==> src/rtl/game_status_sequencer_pkg.sv <==
// Shared status codes, message codes and sequencer state encoding.
package game_status_sequencer_pkg;

  localparam int unsigned CODE_W = 8;
  localparam int unsigned LED_W  = 8;
  localparam int unsigned MSG_W  = 2;

  // Game controller status codes
  localparam logic [CODE_W-1:0] ST_AUTH      = 8'h00;
  localparam logic [CODE_W-1:0] ST_AUTH_OK   = 8'h01;
  localparam logic [CODE_W-1:0] ST_AUTH_FAIL = 8'h02;
  localparam logic [CODE_W-1:0] ST_PLAY      = 8'h10;
  localparam logic [CODE_W-1:0] ST_TIMEOUT   = 8'h12;
  localparam logic [CODE_W-1:0] ST_WIN       = 8'h20;
  localparam logic [CODE_W-1:0] ST_WIN_END   = 8'h21;
  localparam logic [CODE_W-1:0] ST_LOSE      = 8'h30;
  localparam logic [CODE_W-1:0] ST_LOSE_END  = 8'h31;

  // Display message codes
  localparam logic [MSG_W-1:0] MSG_NONE    = 2'b00;
  localparam logic [MSG_W-1:0] MSG_DEFUSED = 2'b01;
  localparam logic [MSG_W-1:0] MSG_BOOM    = 2'b10;

  typedef enum logic [1:0] {
    SEQ_IDLE    = 2'd0,
    SEQ_SUCCESS = 2'd1,
    SEQ_BLINK   = 2'd2,
    SEQ_DONE    = 2'd3
  } seq_state_e;

  function automatic logic is_succ_code(input logic [CODE_W-1:0] s);
    return s == ST_WIN;
  endfunction

  function automatic logic is_over_code(input logic [CODE_W-1:0] s);
    return (s == ST_LOSE) || (s == ST_TIMEOUT);
  endfunction

  function automatic logic is_start_code(input logic [CODE_W-1:0] s);
    return is_succ_code(s) || is_over_code(s);
  endfunction

  function automatic logic is_abort_code(input logic [CODE_W-1:0] s);
    return (s == ST_AUTH) || (s == ST_AUTH_OK);
  endfunction

endpackage

==> src/rtl/game_status_sequencer_step_timer.sv <==
// Tick divider plus step counter; step_c is the combinational step pulse.
module game_status_sequencer_step_timer #(
  parameter int unsigned STEP_TICKS = 4,
  parameter int unsigned STEP_MAX   = 8
) (
  input  logic                                          clk,
  input  logic                                          rst,
  input  logic                                          clr,
  input  logic                                          tick,
  output logic                                          step_c,
  output logic [((STEP_MAX > 1) ? $clog2(STEP_MAX) : 1)-1:0] step_idx
);

  localparam int unsigned TW = (STEP_TICKS > 1) ? $clog2(STEP_TICKS) : 1;
  localparam int unsigned SW = (STEP_MAX > 1) ? $clog2(STEP_MAX) : 1;

  logic [TW-1:0] tick_cnt;

  // A step fires on the tick that completes a full STEP_TICKS group
  assign step_c = !clr && tick && (tick_cnt == TW'(STEP_TICKS - 1));

  // Tick divider and step index; held cleared while no animation runs
  always_ff @(posedge clk or negedge rst) begin
    if (!rst) begin
      tick_cnt <= '0;
      step_idx <= '0;
    end else if (clr) begin
      tick_cnt <= '0;
      step_idx <= '0;
    end else if (tick) begin
      if (step_c) begin
        tick_cnt <= '0;
        step_idx <= step_idx + SW'(1);
      end else begin
        tick_cnt <= tick_cnt + TW'(1);
      end
    end
  end

endmodule

==> src/rtl/game_status_sequencer.sv <==
// End-of-game LED animation sequencer driven by the controller status code.
module game_status_sequencer
  import game_status_sequencer_pkg::*;
#(
  parameter int unsigned STEP_TICKS    = 4,
  parameter int unsigned SUCCESS_STEPS = 8,
  parameter int unsigned OVER_STEPS    = 6
) (
  input  logic              clk,
  input  logic              rst,
  input  logic [CODE_W-1:0] s_current,
  input  logic              tick,
  output logic [LED_W-1:0]  led,
  output logic [MSG_W-1:0]  msg,
  output logic              seq_done,
  output logic              busy
);

  localparam int unsigned STEP_MAX = (SUCCESS_STEPS > OVER_STEPS) ? SUCCESS_STEPS : OVER_STEPS;
  localparam int unsigned SW       = (STEP_MAX > 1) ? $clog2(STEP_MAX) : 1;

  seq_state_e    state;
  logic          clr_c;
  logic          step_c;
  logic [SW-1:0] step_idx;

  // Counters only run while an animation is active, so the entry-cycle tick is dropped
  assign clr_c = !((state == SEQ_SUCCESS) || (state == SEQ_BLINK));

  game_status_sequencer_step_timer #(
    .STEP_TICKS (STEP_TICKS),
    .STEP_MAX   (STEP_MAX)
  ) u_step_timer (
    .clk      (clk),
    .rst      (rst),
    .clr      (clr_c),
    .tick     (tick),
    .step_c   (step_c),
    .step_idx (step_idx)
  );

  // Sequencer FSM with registered LED, message and handshake outputs
  always_ff @(posedge clk or negedge rst) begin
    if (!rst) begin
      state    <= SEQ_IDLE;
      led      <= '0;
      msg      <= MSG_NONE;
      seq_done <= 1'b0;
      busy     <= 1'b0;
    end else begin
      case (state)
        SEQ_IDLE: begin
          led      <= '0;
          msg      <= MSG_NONE;
          seq_done <= 1'b0;
          busy     <= 1'b0;
          if (is_succ_code(s_current)) begin
            state <= SEQ_SUCCESS;
            led   <= 8'h01;
            busy  <= 1'b1;
          end else if (is_over_code(s_current)) begin
            state <= SEQ_BLINK;
            led   <= 8'hFF;
            busy  <= 1'b1;
          end
        end
        SEQ_SUCCESS: begin
          if (is_abort_code(s_current)) begin
            state <= SEQ_IDLE;
            led   <= '0;
            busy  <= 1'b0;
          end else if (step_c) begin
            if (step_idx == SW'(SUCCESS_STEPS - 1)) begin
              state    <= SEQ_DONE;
              led      <= 8'hFF;
              msg      <= MSG_DEFUSED;
              seq_done <= 1'b1;
              busy     <= 1'b0;
            end else begin
              led <= {led[LED_W-2:0], led[LED_W-1]};
            end
          end
        end
        SEQ_BLINK: begin
          if (is_abort_code(s_current)) begin
            state <= SEQ_IDLE;
            led   <= '0;
            busy  <= 1'b0;
          end else if (step_c) begin
            if (step_idx == SW'(OVER_STEPS - 1)) begin
              state    <= SEQ_DONE;
              led      <= 8'h00;
              msg      <= MSG_BOOM;
              seq_done <= 1'b1;
              busy     <= 1'b0;
            end else begin
              led <= ~led;
            end
          end
        end
        SEQ_DONE: begin
          // Hold the result until the controller moves off the start codes
          if (!is_start_code(s_current)) begin
            state    <= SEQ_IDLE;
            led      <= '0;
            msg      <= MSG_NONE;
            seq_done <= 1'b0;
          end
        end
        default: state <= SEQ_IDLE;
      endcase
    end
  end

endmodule
==> config.mk <==
export PLATFORM = sky130hd
export DESIGN_NAME = game_status_sequencer
export DESIGN_NICKNAME = d
export VERILOG_FILES = /design/src/rtl/game_status_sequencer_pkg.sv /design/src/rtl/game_status_sequencer_step_timer.sv /design/src/rtl/game_status_sequencer.sv
export SDC_FILE = /design/constraint.sdc
export NUM_CORES = 1
export LEC_CHECK = 0
export ABC_AREA = 0
export BUFFER_PORTS_ARGS = -buffer_cell sky130_fd_sc_hd__buf_2
export CELL_PAD_IN_SITES_DETAIL_PLACEMENT = 1
export CELL_PAD_IN_SITES_GLOBAL_PLACEMENT = 2
export CORE_UTILIZATION = 30
export DETAILED_ROUTE_END_ITERATION = 8
export HOLD_SLACK_MARGIN = 0.06
export PLACE_DENSITY_LB_ADDON = 0.25
export RECOVER_POWER = 25
export SLEW_MARGIN = 20
export SYNTH_ARGS = -nofsm -noshare
export SYNTH_HDL_FRONTEND = slang
export SYNTH_SLANG_ARGS = --single-unit
==> constraint.sdc <==
create_clock -name clk -period 1.86 [get_ports clk]
set_input_delay 0.372 -clock clk [delete_from_list [all_inputs] [get_ports clk]]
set_output_delay 0.372 -clock clk [all_outputs]
set_load 0.02 [all_outputs]
==> impl_metrics.py, run 1 <==
metrics = {
    "run_status": {
        "status": "complete, but fails checks",
        "violations": "setup timing",
    },
    "die": {
        "die_area_sq_um": 4460,
        "ioPinCount": 23,
        "die_w_um": 66.8,
        "core-area_sq_um": 4030,
        "num_rows": 23,
        "fp.dieH_um": 66.8,
        "start_util": 0.313,
    },
    "synthesis": {
        "syn_inst": 129,
        "syn_nets": 149,
        "synth-edff-count": 0,
        "yosysWarnings": 0,
        "ys_ff_latch": 19,
        "ys_types": 36,
        "synthesis.area_sq_um": 1260,
        "synth_area_per_cell_sq_um": 9.77,
        "async_reset_ff_frac": 1.00,
        "ys_seq_area_frac": 0.377,
        "yosys_most_used_dff": "dfrtp_1",
    },
    "drt": {
        "wl_met2_um": 2020,
        "routed.top_layer": "met4",
        "dr_wl_met3_um": 114,
        "drt_wl_total_um": 3810,
        "dr.pass1.iters": 4,
        "final_antenna_net_count": 0,
        "drc": 0,
        "viasPerCell": 5.23,
        "post_drt_wl_per_cell_um": 16.2,
        "wl_met1_um": 1600,
        "route.vias.total": 1229,
        "drt_iter0_drc": 18,
    },
    "timing": {
        "final_max_slew_viol_count": 0,
        "holdWs_ns": 0.288,
        "worst_slack_ns": -0.0416,
        "finalHoldViolCount": 0,
        "setup_viol": 5,
        "clock-skew-final_ns": 0.00453,
        "fin_crit_ns": 1.90,
        "rsz0062_at_grt": "true",
        "relSlewSlack": 0.285,
        "max_freq_mhz": 526,
        "finalCritPeriodShare": 1.02,
        "tightest_slew_ns": 1.07,
    },
    "critical_path": {
        "rrSetupSlack_ns": -0.04,
        "r2r_start": "state[1]",
        "rr_endpoint": "msg[0]",
        "crit_path_end_kind": "flop",
        "cp.arrival_ns": 2.05,
        "cp.required_ns": 2.01,
        "cp_max_fo": 3,
        "rr_worst_depth": 7,
        "startpoint": "state[1]",
        "path_class": "reg -> reg",
        "crit_end": "msg[0]",
        "start_kind": "flop",
    },
    "pwr": {
        "power_density_nw_per_um2": 1670,
        "p_leak_uw": 0.000839,
        "ir_drop_mv": 0.476,
        "total_power_uw": 3160,
    },
    "clocking": {
        "cts_tree": "done",
        "cts_max_level": 1,
        "numCtsBuffers": 3,
        "cts.clk_slew.worst_paths_ns": 0.08,
        "clock_latency_ns": 0.26,
        "cts_sinks": 19,
        "clock_path_buffers": 2,
        "root_buffer": "clkbuf_8",
    },
    "placed_design": {
        "dp_hpwl_um": 2670,
        "place_congestion": 0.787,
        "io_buffers": 22,
    },
    "final_layout": {
        "diodes": 0,
        "syn_to_final_growth_pct": 50.5,
        "fillers": 465,
        "drive_gt1_frac": 0.497,
        "nets": 206,
    },
    "global_routing": {
        "antenna_found_initial": 0,
        "gr-total-overflow": 0,
        "grt_pass1_vias": 1255,
        "grt_use_total": 0.176,
        "grt_max_degree": 20,
        "grt_pass1_wl_um": 5920,
    },
    "run": {
        "max_cap_violations": 0,
    },
    "worst_hold_path": {
        "hold_path_class": "in -> async",
    },
}
state kept, by name, indices dropped and copies added, names as in the netlist:
register / cells
u_step_timer.step_idx: 3
state: 2
seq_done: 1
msg: 2
u_step_timer.tick_cnt: 2
busy: 1
led: 8
placed cells by master (no fill, tap or decap), types with 4 or more instances in the layout:
cell type / synthesis / routed
buf_4: 0 / 31
buf_2: 2 / 20
dfrtp_1: 19 / 19
o21ai_0: 24 / 15
a21oi_1: 11 / 8
nor2_1: 7 / 7
o21ai_1: 0 / 6
o31ai_1: 8 / 6
mux2_4: 1 / 5
nand2_1: 4 / 4
ha_1: 9 / 4
buf_6: 0 / 4
per-stage QoR:
step	worst slack [ns]	instances	utilization	cell area, sq um	TNS [ns]
2_1_floorplan	-0.230	129	-	1290	-0.918
3_3_place_gp	-0.258	223	0.406	1630	-2.24
3_5_place_dp	-0.290	223	0.406	1630	-2.66
4_1_cts	-0.0338	229	0.435	1750	-0.0961
5_1_grt	-0.111	235	0.471	1900	-0.537
6_report	-0.0416	235	0.471	1900	-0.152
cell usage after synthesis (all sizes together), types with 3 or more instances:
| library cell | number | area, sq um |
|---|---|---|
| a2111oi | 3 | 63.8 |
| mux2 | 5 | 60.1 |
| o31ai | 8 | 60.1 |
| clkbuf | 4 | 15.0 |
| a21oi | 11 | 55.1 |
| dfrtp | 19 | 475 |
| o21ai | 24 | 120 |
| inv | 6 | 22.5 |
| nor2 | 7 | 26.3 |
| nand2 | 4 | 15.0 |
| mux2i | 3 | 30.0 |
| ha | 9 | 113 |
metal layers:
layer | vias up | track usage
met5 | - | 0
met4 | 0 | 0.0691
li1 | 595 | -
met2 | 24 | 0.285
met3 | 9 | 0.0240
met1 | 601 | 0.233
kinds of logic after synthesis:
| kind of cell | count (synthesis) | synth area share |
|---|---|---|
| AO/OA/AOI/OAI | 56 | 0.313 |
| XOR/XNOR | 2 | 0.0139 |
| adder cells (fa/ha/maj) | 9 | 0.0894 |
| buffers and inverters | 12 | 0.0377 |
| flip-flops | 19 | 0.377 |
| multiplexers | 8 | 0.0715 |
| AND/OR/NAND/NOR | 23 | 0.0973 |
worst min path at each step:
| stage | from | to | slack, ns | depth (start not counted) |
|---|---|---|---|---|
| floorplan | rst | busy | 0.08 | 0 |
| global placement | rst | led[2] | 0.34 | 1 |
| detailed placement | rst | led[2] | 0.35 | 1 |
| CTS | rst | u_step_timer.step_idx[0] | 0.07 | 1 |
| global route | rst | u_step_timer.step_idx[0] | 0.40 | 1 |
| finish | rst | u_step_timer.step_idx[0] | 0.29 | 1 |
layout make-up:
type,count,area [sq um],area share
Tap cell,50,62.6,0.0330
Clock buffer,4,45.0,0.0237
Sequential cell,19,475,0.251
Timing Repair Buffer,58,417,0.220
Inverter,6,22.5,0.0119
Multi-Input combinational cell,98,875,0.461
timing repair:
| action | in CTS | in global routing |
|---|---|---|
| setup buffers | 2 | 6 |
| hold buffers | 0 | 0 |
| setup endpoints to repair | 14 | 14 |
| gates resized for setup | 12 | 29 |
| hold endpoints to repair | 0 | 0 |
| pin swaps | 3 | 7 |
power by group:
| part | internal [uW] | switching (uW) | leakage (uW) |
|---|---|---|---|
| sequential | 560 | 111 | 0.000248 |
| combinational | 1140 | 1060 | 0.000569 |
| clock | 152 | 143 | 0.0000228 |
critical path: stages (launching register included):
cell and delay [ns]:
dfrtp_1 0.41, buf_4 0.15, ha_4 0.16, nor2_1 0.14, buf_4 0.15, nor3b_1 0.05
or3_4 0.42, mux2_4 0.31
(Power assumes the default switching activity.)
==> run 2: changes to the inputs <==
Settings changed: CELL_PAD_IN_SITES_DETAIL_PLACEMENT 1 to not set, CELL_PAD_IN_SITES_GLOBAL_PLACEMENT 2 to not set, CORE_UTILIZATION 30 to 48.
==> run 2 against run 1 <==
Net effect: the run still ends with setup timing left; utilization increased by 22 points; combinational power decreased by 13%; wire length decreased by 17%; flip-flop and latch count unchanged; register-to-register slack about the same; final cell count decreased by 12%.
==> impl_metrics.py, run 2 (same netlist as run 1, synthesis figures left out) <==
metrics = {
    "timing": {
        "fin_crit_ns": 1.91,
        "finalCritPeriodShare": 1.02,
        "worst_slack_ns": -0.0457,
        "clock-skew-final_ns": 0.00203,
        "tightest_slew_ns": 1.08,
        "max_freq_mhz": 525,
        "final_max_slew_viol_count": 0,
        "rsz0062_at_grt": "true",
        "finalHoldViolCount": 0,
        "setup_viol": 5,
        "relSlewSlack": 0.280,
    },
    "critical_path": {
        "cp.arrival_ns": 2.10,
        "start_kind": "flop",
        "path_class": "reg -> reg",
        "rrSetupSlack_ns": -0.05,
        "cp_max_fo": 3,
        "r2r_start": "state[1]",
        "rr_worst_depth": 6,
        "rr_endpoint": "seq_done",
        "crit_path_end_kind": "flop",
        "cp.required_ns": 2.06,
    },
    "global_routing": {
        "gr-total-overflow": 0,
        "grt_use_total": 0.251,
        "grt_max_degree": 20,
        "grt_pass1_wl_um": 5000,
        "grt_pass1_vias": 1108,
        "antenna_found_initial": 0,
    },
    "final_layout": {
        "drive_gt1_frac": 0.438,
        "largest_register": "led",
        "nets": 197,
        "final_common_cell": "buf_4",
        "final_cells": 206,
        "diodes": 0,
        "syn_to_final_growth_pct": 36.6,
        "final_cell_mix": "24 x buf_4, 22 x o21ai_0, 21 x buf_2",
        "largest_reg_flops": 8,
        "largestRegisters": "led x8, u_step_timer.step_idx x3",
    },
    "run": {
        "max_cap_violations": 0,
    },
    "clocking": {
        "cts_tree": "done",
        "root_buffer": "clkbuf_4",
        "clock_latency_ns": 0.30,
        "cts_max_level": 1,
        "cts.clk_slew.worst_paths_ns": 0.11,
        "numCtsBuffers": 3,
        "cts_sinks": 19,
        "clock_path_buffers": 2,
    },
    "run_status": {
        "violations": "setup timing",
        "status": "complete, but fails checks",
    },
    "die": {
        "num_rows": 18,
        "ioPinCount": 23,
        "die_area_sq_um": 2830,
        "die_w_um": 53.2,
        "start_util": 0.509,
        "fp.dieH_um": 53.2,
        "core-area_sq_um": 2480,
    },
    "placed_design": {
        "place_congestion": 0.903,
        "dp_hpwl_um": 2310,
        "pre_cts_slack_ns": -0.326,
        "placed_cells": 199,
        "io_buffers": 22,
    },
    "drt": {
        "route.vias.total": 1196,
        "dr.pass1.iters": 5,
        "final_antenna_net_count": 0,
        "wl_met1_um": 1340,
        "routed.top_layer": "met4",
        "viasPerCell": 5.81,
        "drc": 0,
        "drt_iter0_drc": 30,
        "wl_met2_um": 1640,
        "drt_wl_total_um": 3160,
        "dr_wl_met3_um": 144,
        "post_drt_wl_per_cell_um": 15.4,
    },
    "pwr": {
        "p_leak_uw": 0.000769,
        "pwr-share-clk": 0.077,
        "power.share.combinational": 0.685,
        "ir_drop_mv": 1.17,
        "p_seq_frac": 0.238,
        "switching_share": 0.437,
        "power_density_nw_per_um2": 1620,
        "intPower_uw": 1570,
        "p_switching_uw": 1220,
    },
    "worst_hold_path": {
        "holdPathEnd": "u_step_timer.step_idx[1]",
        "min-delay-start": "tick",
        "worstHoldPathCells": 2,
        "hold_path_class": "in -> reg",
    },
}
-- run 2: cell count changes in the layout (fill, tap and decap cells not counted), moves of 3 or more --
| cell | delta |
|---|---|
| buf_4 | -7 |
| clkbuf_4 | +3 |
| clkbuf_8 | -3 |
| o21ai_0 | +7 |
| o21ai_1 | -4 |
| o21ai_2 | -3 |
-- run 2: through the flow --
step	power (uW)	TNS [ns]	util	instance area, sq um	hold slack [ns]
3_5_place_dp	2350	-2.02	0.637	1580	0.341
4_1_cts	2710	-0.277	0.677	1680	0.347
5_1_grt	3000	-0.476	0.695	1720	0.360
2_1_floorplan	1710	-0.918	-	1290	0.0764
3_3_place_gp	2270	-1.37	0.637	1580	0.339
6_report	2790	-0.176	0.695	1720	0.366
-- run 2: critical path, stage by stage (launching register included) --
cell      delay [ns]
dfrtp_1         0.42
inv_2           0.09
ha_4            0.27
and3_4          0.18
o211ai_1        0.11
or3_4           0.42
mux2_4          0.31
-- run 2: layout make-up --
| type | instances | area (sq um) |
|---|---|---|
| multi-input combinational | 98 | 837 |
| fill | 212 | 756 |
| sequential | 19 | 475 |
| timing repair buffer | 49 | 322 |
| tap | 30 | 37.5 |
| clock buffer | 3 | 22.5 |
| inverter | 6 | 22.5 |
| clock inverter | 1 | 5.00 |
-- run 2: per-layer routing --
metal | GRT usage | vias up
li1 | - | 580
met1 | 0.304 | 576
met2 | 0.435 | 34
met3 | 0.0402 | 6
met4 | 0.101 | 0
met5 | 0 | -
-- run 2: what timing repair did --
item / CTS / global route
pin swaps: 6 / 4
endpoints found under the hold margin: 19 / 0
setup endpoints to repair: 14 / 14
gates cloned: 0 / 0
setup buffers: 2 / 0
hold buffers: 1 / 0
resized for setup: 10 / 12
-- run 2: power groups by stage --
stage | logic [uW] | registers [uW] | clock network [uW]
2_1_floorplan | 948 | 764 | 0
3_3_place_gp | 1610 | 663 | 0
3_5_place_dp | 1670 | 674 | 0
4_1_cts | 1820 | 662 | 226
5_1_grt | 2080 | 683 | 237
6_report | 1910 | 663 | 216
-- run 2: worst max-delay path by stage --
stage / from / end / cells after the start / slack [ns]
floorplan: s_current[3] / state[1] / 5 / -0.23
global placement: s_current[3] / state[1] / 5 / -0.27
detailed placement: s_current[3] / state[1] / 5 / -0.33
CTS: state[1] / state[0] / 8 / -0.06
global route: state[1] / seq_done / 6 / -0.10
finish: state[1] / seq_done / 6 / -0.05
==> run 3: changes to the inputs <==
Settings changed: RECOVER_POWER 25 to not set, SYNTH_HIERARCHICAL set to 1.
==> run 3 against run 2 <==
Net effect: the run now ends clean; critical path depth is the same; critical path type unchanged; sequential share of layout area grew 0.12 points; die area grew 2.1%.
==> impl_metrics.py, run 3 <==
metrics = {
    "run_status": {
        "status": "completed",
    },
    "final_layout": {
        "largestRegisters": "led x8, u_step_timer/step_idx x3",
        "final_cell_mix": "27 x buf_4, 22 x buf_2, 19 x dfrtp_1",
        "diodes": 0,
        "fillers": 196,
        "drive_gt1_frac": 0.457,
        "syn_to_final_growth_pct": 33.1,
        "final_common_cell": "buf_4",
        "nets": 205,
        "largest_reg_flops": 8,
        "largest_register": "led",
    },
    "critical_path": {
        "cp.arrival_ns": 1.99,
        "cp_max_fo": 4,
        "path_cells": "buf_4 > ha_1 > o2111ai_1 > o21a_2 > nand3_4 > mux2_4",
        "start_kind": "flop",
        "rr_worst_depth": 6,
        "rrSetupSlack_ns": 0.06,
        "path_class": "reg -> reg",
        "slowest_delay_ns": 0.42,
        "cp.required_ns": 2.06,
        "crit_path_top_delay_cell": "dfrtp_1",
        "crit_path_end_kind": "flop",
    },
    "pwr": {
        "intPower_uw": 1530,
        "power.share.combinational": 0.669,
        "power_density_nw_per_um2": 1580,
        "p_seq_frac": 0.253,
        "p_switching_uw": 1170,
        "p_leak_uw": 0.000789,
        "pwr-share-clk": 0.078,
        "ir_drop_mv": 0.933,
        "switching_share": 0.434,
    },
    "synthesis": {
        "yosys_most_used_dff": "dfrtp_1",
        "async_reset_ff_frac": 1.00,
        "ys_seq_area_frac": 0.369,
        "syn_nets": 155,
        "syn_inst": 137,
        "ys_top_cells_by_area": "dfrtp_1 37%, ha_1 6.8%, nor2_1 5.5%",
        "synth-edff-count": 0,
        "yosysWarnings": 6,
        "synthesis.area_sq_um": 1290,
        "ys_ff_latch": 19,
        "synth_area_per_cell_sq_um": 9.40,
        "ys_types": 42,
        "synth_largest_area_cell": "dfrtp_1",
        "synthTopCellsByCount": "19 x dfrtp_1, 19 x nor2_1, 14 x o21ai_0, 8 x o21a_1",
        "synth_top_area_share": 0.369,
    },
    "drt": {
        "drt_iter0_drc": 33,
        "viasPerCell": 5.67,
        "post_drt_wl_per_cell_um": 14.7,
        "route.vias.total": 1225,
        "drt_wl_total_um": 3170,
        "final_antenna_net_count": 0,
        "drc": 0,
        "dr.pass1.iters": 4,
    },
    "placed_design": {
        "dp_hpwl_um": 2310,
        "place_congestion": 0.870,
        "io_buffers": 22,
    },
    "die": {
        "start_util": 0.515,
        "num_rows": 18,
        "core-area_sq_um": 2500,
        "die_w_um": 53.8,
        "die_area_sq_um": 2890,
        "ioPinCount": 23,
        "fp.dieH_um": 53.8,
    },
    "timing": {
        "tns_ns": 0,
        "rsz0062_at_grt": "true",
        "finalCritPeriodShare": 0.966,
        "final_max_slew_viol_count": 0,
        "finalHoldViolCount": 0,
        "clock-skew-final_ns": 0.0111,
        "setup_viol": 0,
        "fin_crit_ns": 1.80,
        "relSlewSlack": 0.706,
        "holdWs_ns": 0.500,
        "tightest_slew_ns": 0.440,
        "max_freq_mhz": 557,
    },
    "global_routing": {
        "grt_use_total": 0.246,
        "antenna_found_initial": 0,
        "grt_pass1_vias": 1172,
        "grt_max_degree": 20,
        "grt_pass1_wl_um": 5040,
        "gr-total-overflow": 0,
    },
    "clocking": {
        "cts_sinks": 19,
        "numCtsBuffers": 3,
        "cts_tree": "done",
        "clock_latency_ns": 0.30,
        "root_buffer": "clkbuf_4",
        "cts.clk_slew.worst_paths_ns": 0.11,
        "clock_path_buffers": 2,
        "cts_max_level": 1,
    },
    "run": {
        "max_cap_violations": 0,
    },
    "worst_hold_path": {
        "hold_path_class": "reg -> reg",
        "worstHoldPathCells": 1,
    },
}
run 3: layout make-up:
class / count / area, sq um / share of cell area
clock buffers: 4 / 26.3 / 0.0153
inverters: 7 / 26.3 / 0.0153
multi-input cells: 106 / 826 / 0.482
flip-flops and latches: 19 / 475 / 0.277
well taps: 30 / 37.5 / 0.0219
repair buffers: 50 / 323 / 0.188
run 3: kinds of logic after synthesis:
kind of cell | synth area share
xor gates and xnor gates | 0.00680
adders and majority gates | 0.0680
AOI/OAI and AO/OA | 0.270
muxes | 0.0564
DFF | 0.369
and+or+nand+nor | 0.182
buffers and inverters | 0.0476
run 3: stage by stage:
step	total power (uW)	util	worst slack, ns	instances	instance area (sq um)
5_1_grt	2930	0.686	-0.0522	216	1710
4_1_cts	2620	0.668	0.0108	216	1670
6_report	2700	0.686	0.0635	216	1710
3_5_place_dp	2350	0.641	-0.111	210	1600
3_3_place_gp	2300	0.641	-0.0902	210	1600
2_1_floorplan	1790	-	-0.0461	137	1300
run 3: path summary, 6_finish.rpt:
kind | startpoint | end
max | state[0] | state[0]
min | msg[1] | msg[1]
max reg2reg | state[0] | state[0]
min reg2reg | msg[1] | msg[1]
max in group asynchronous | rst | u_step_timer/tick_cnt[1]
min in group asynchronous | rst | msg[1]
run 3: per-layer routing:
metal  up-vias  global-route usage  share of wire
met2        29               0.389           0.49
met1       579               0.310           0.45
met4         0               0.127          0.014
li1        610                   -              -
met5         -                   0              0
met3         7              0.0537          0.042
run 3: timing repair:
item                                    4_1_cts  5_1_grt
gates resized for setup                       5       10
endpoints found under the setup margin        1       11
endpoints found under the hold margin        19        0
hold buffers                                  1        0
pin swaps                                     1        2
buffers inserted                              1        0
run 3: power groups by stage:
stage	combinational (uW)	sequential [uW]	clock [uW]
floorplan	986	804	0
global placement	1620	679	0
detailed placement	1660	689	0
CTS	1730	681	215
global route	1970	714	239
finish	1810	685	211
run 3: worst max-delay path, delay by kind of cell (launching register included):
kind	cells	cell delay (ns)
buffers and inverters	1	0.17
AOI/OAI and AO/OA	2	0.45
and+or+nand+nor	1	0.10
muxes	1	0.31
DFF	1	0.42
adders and majority gates	1	0.25
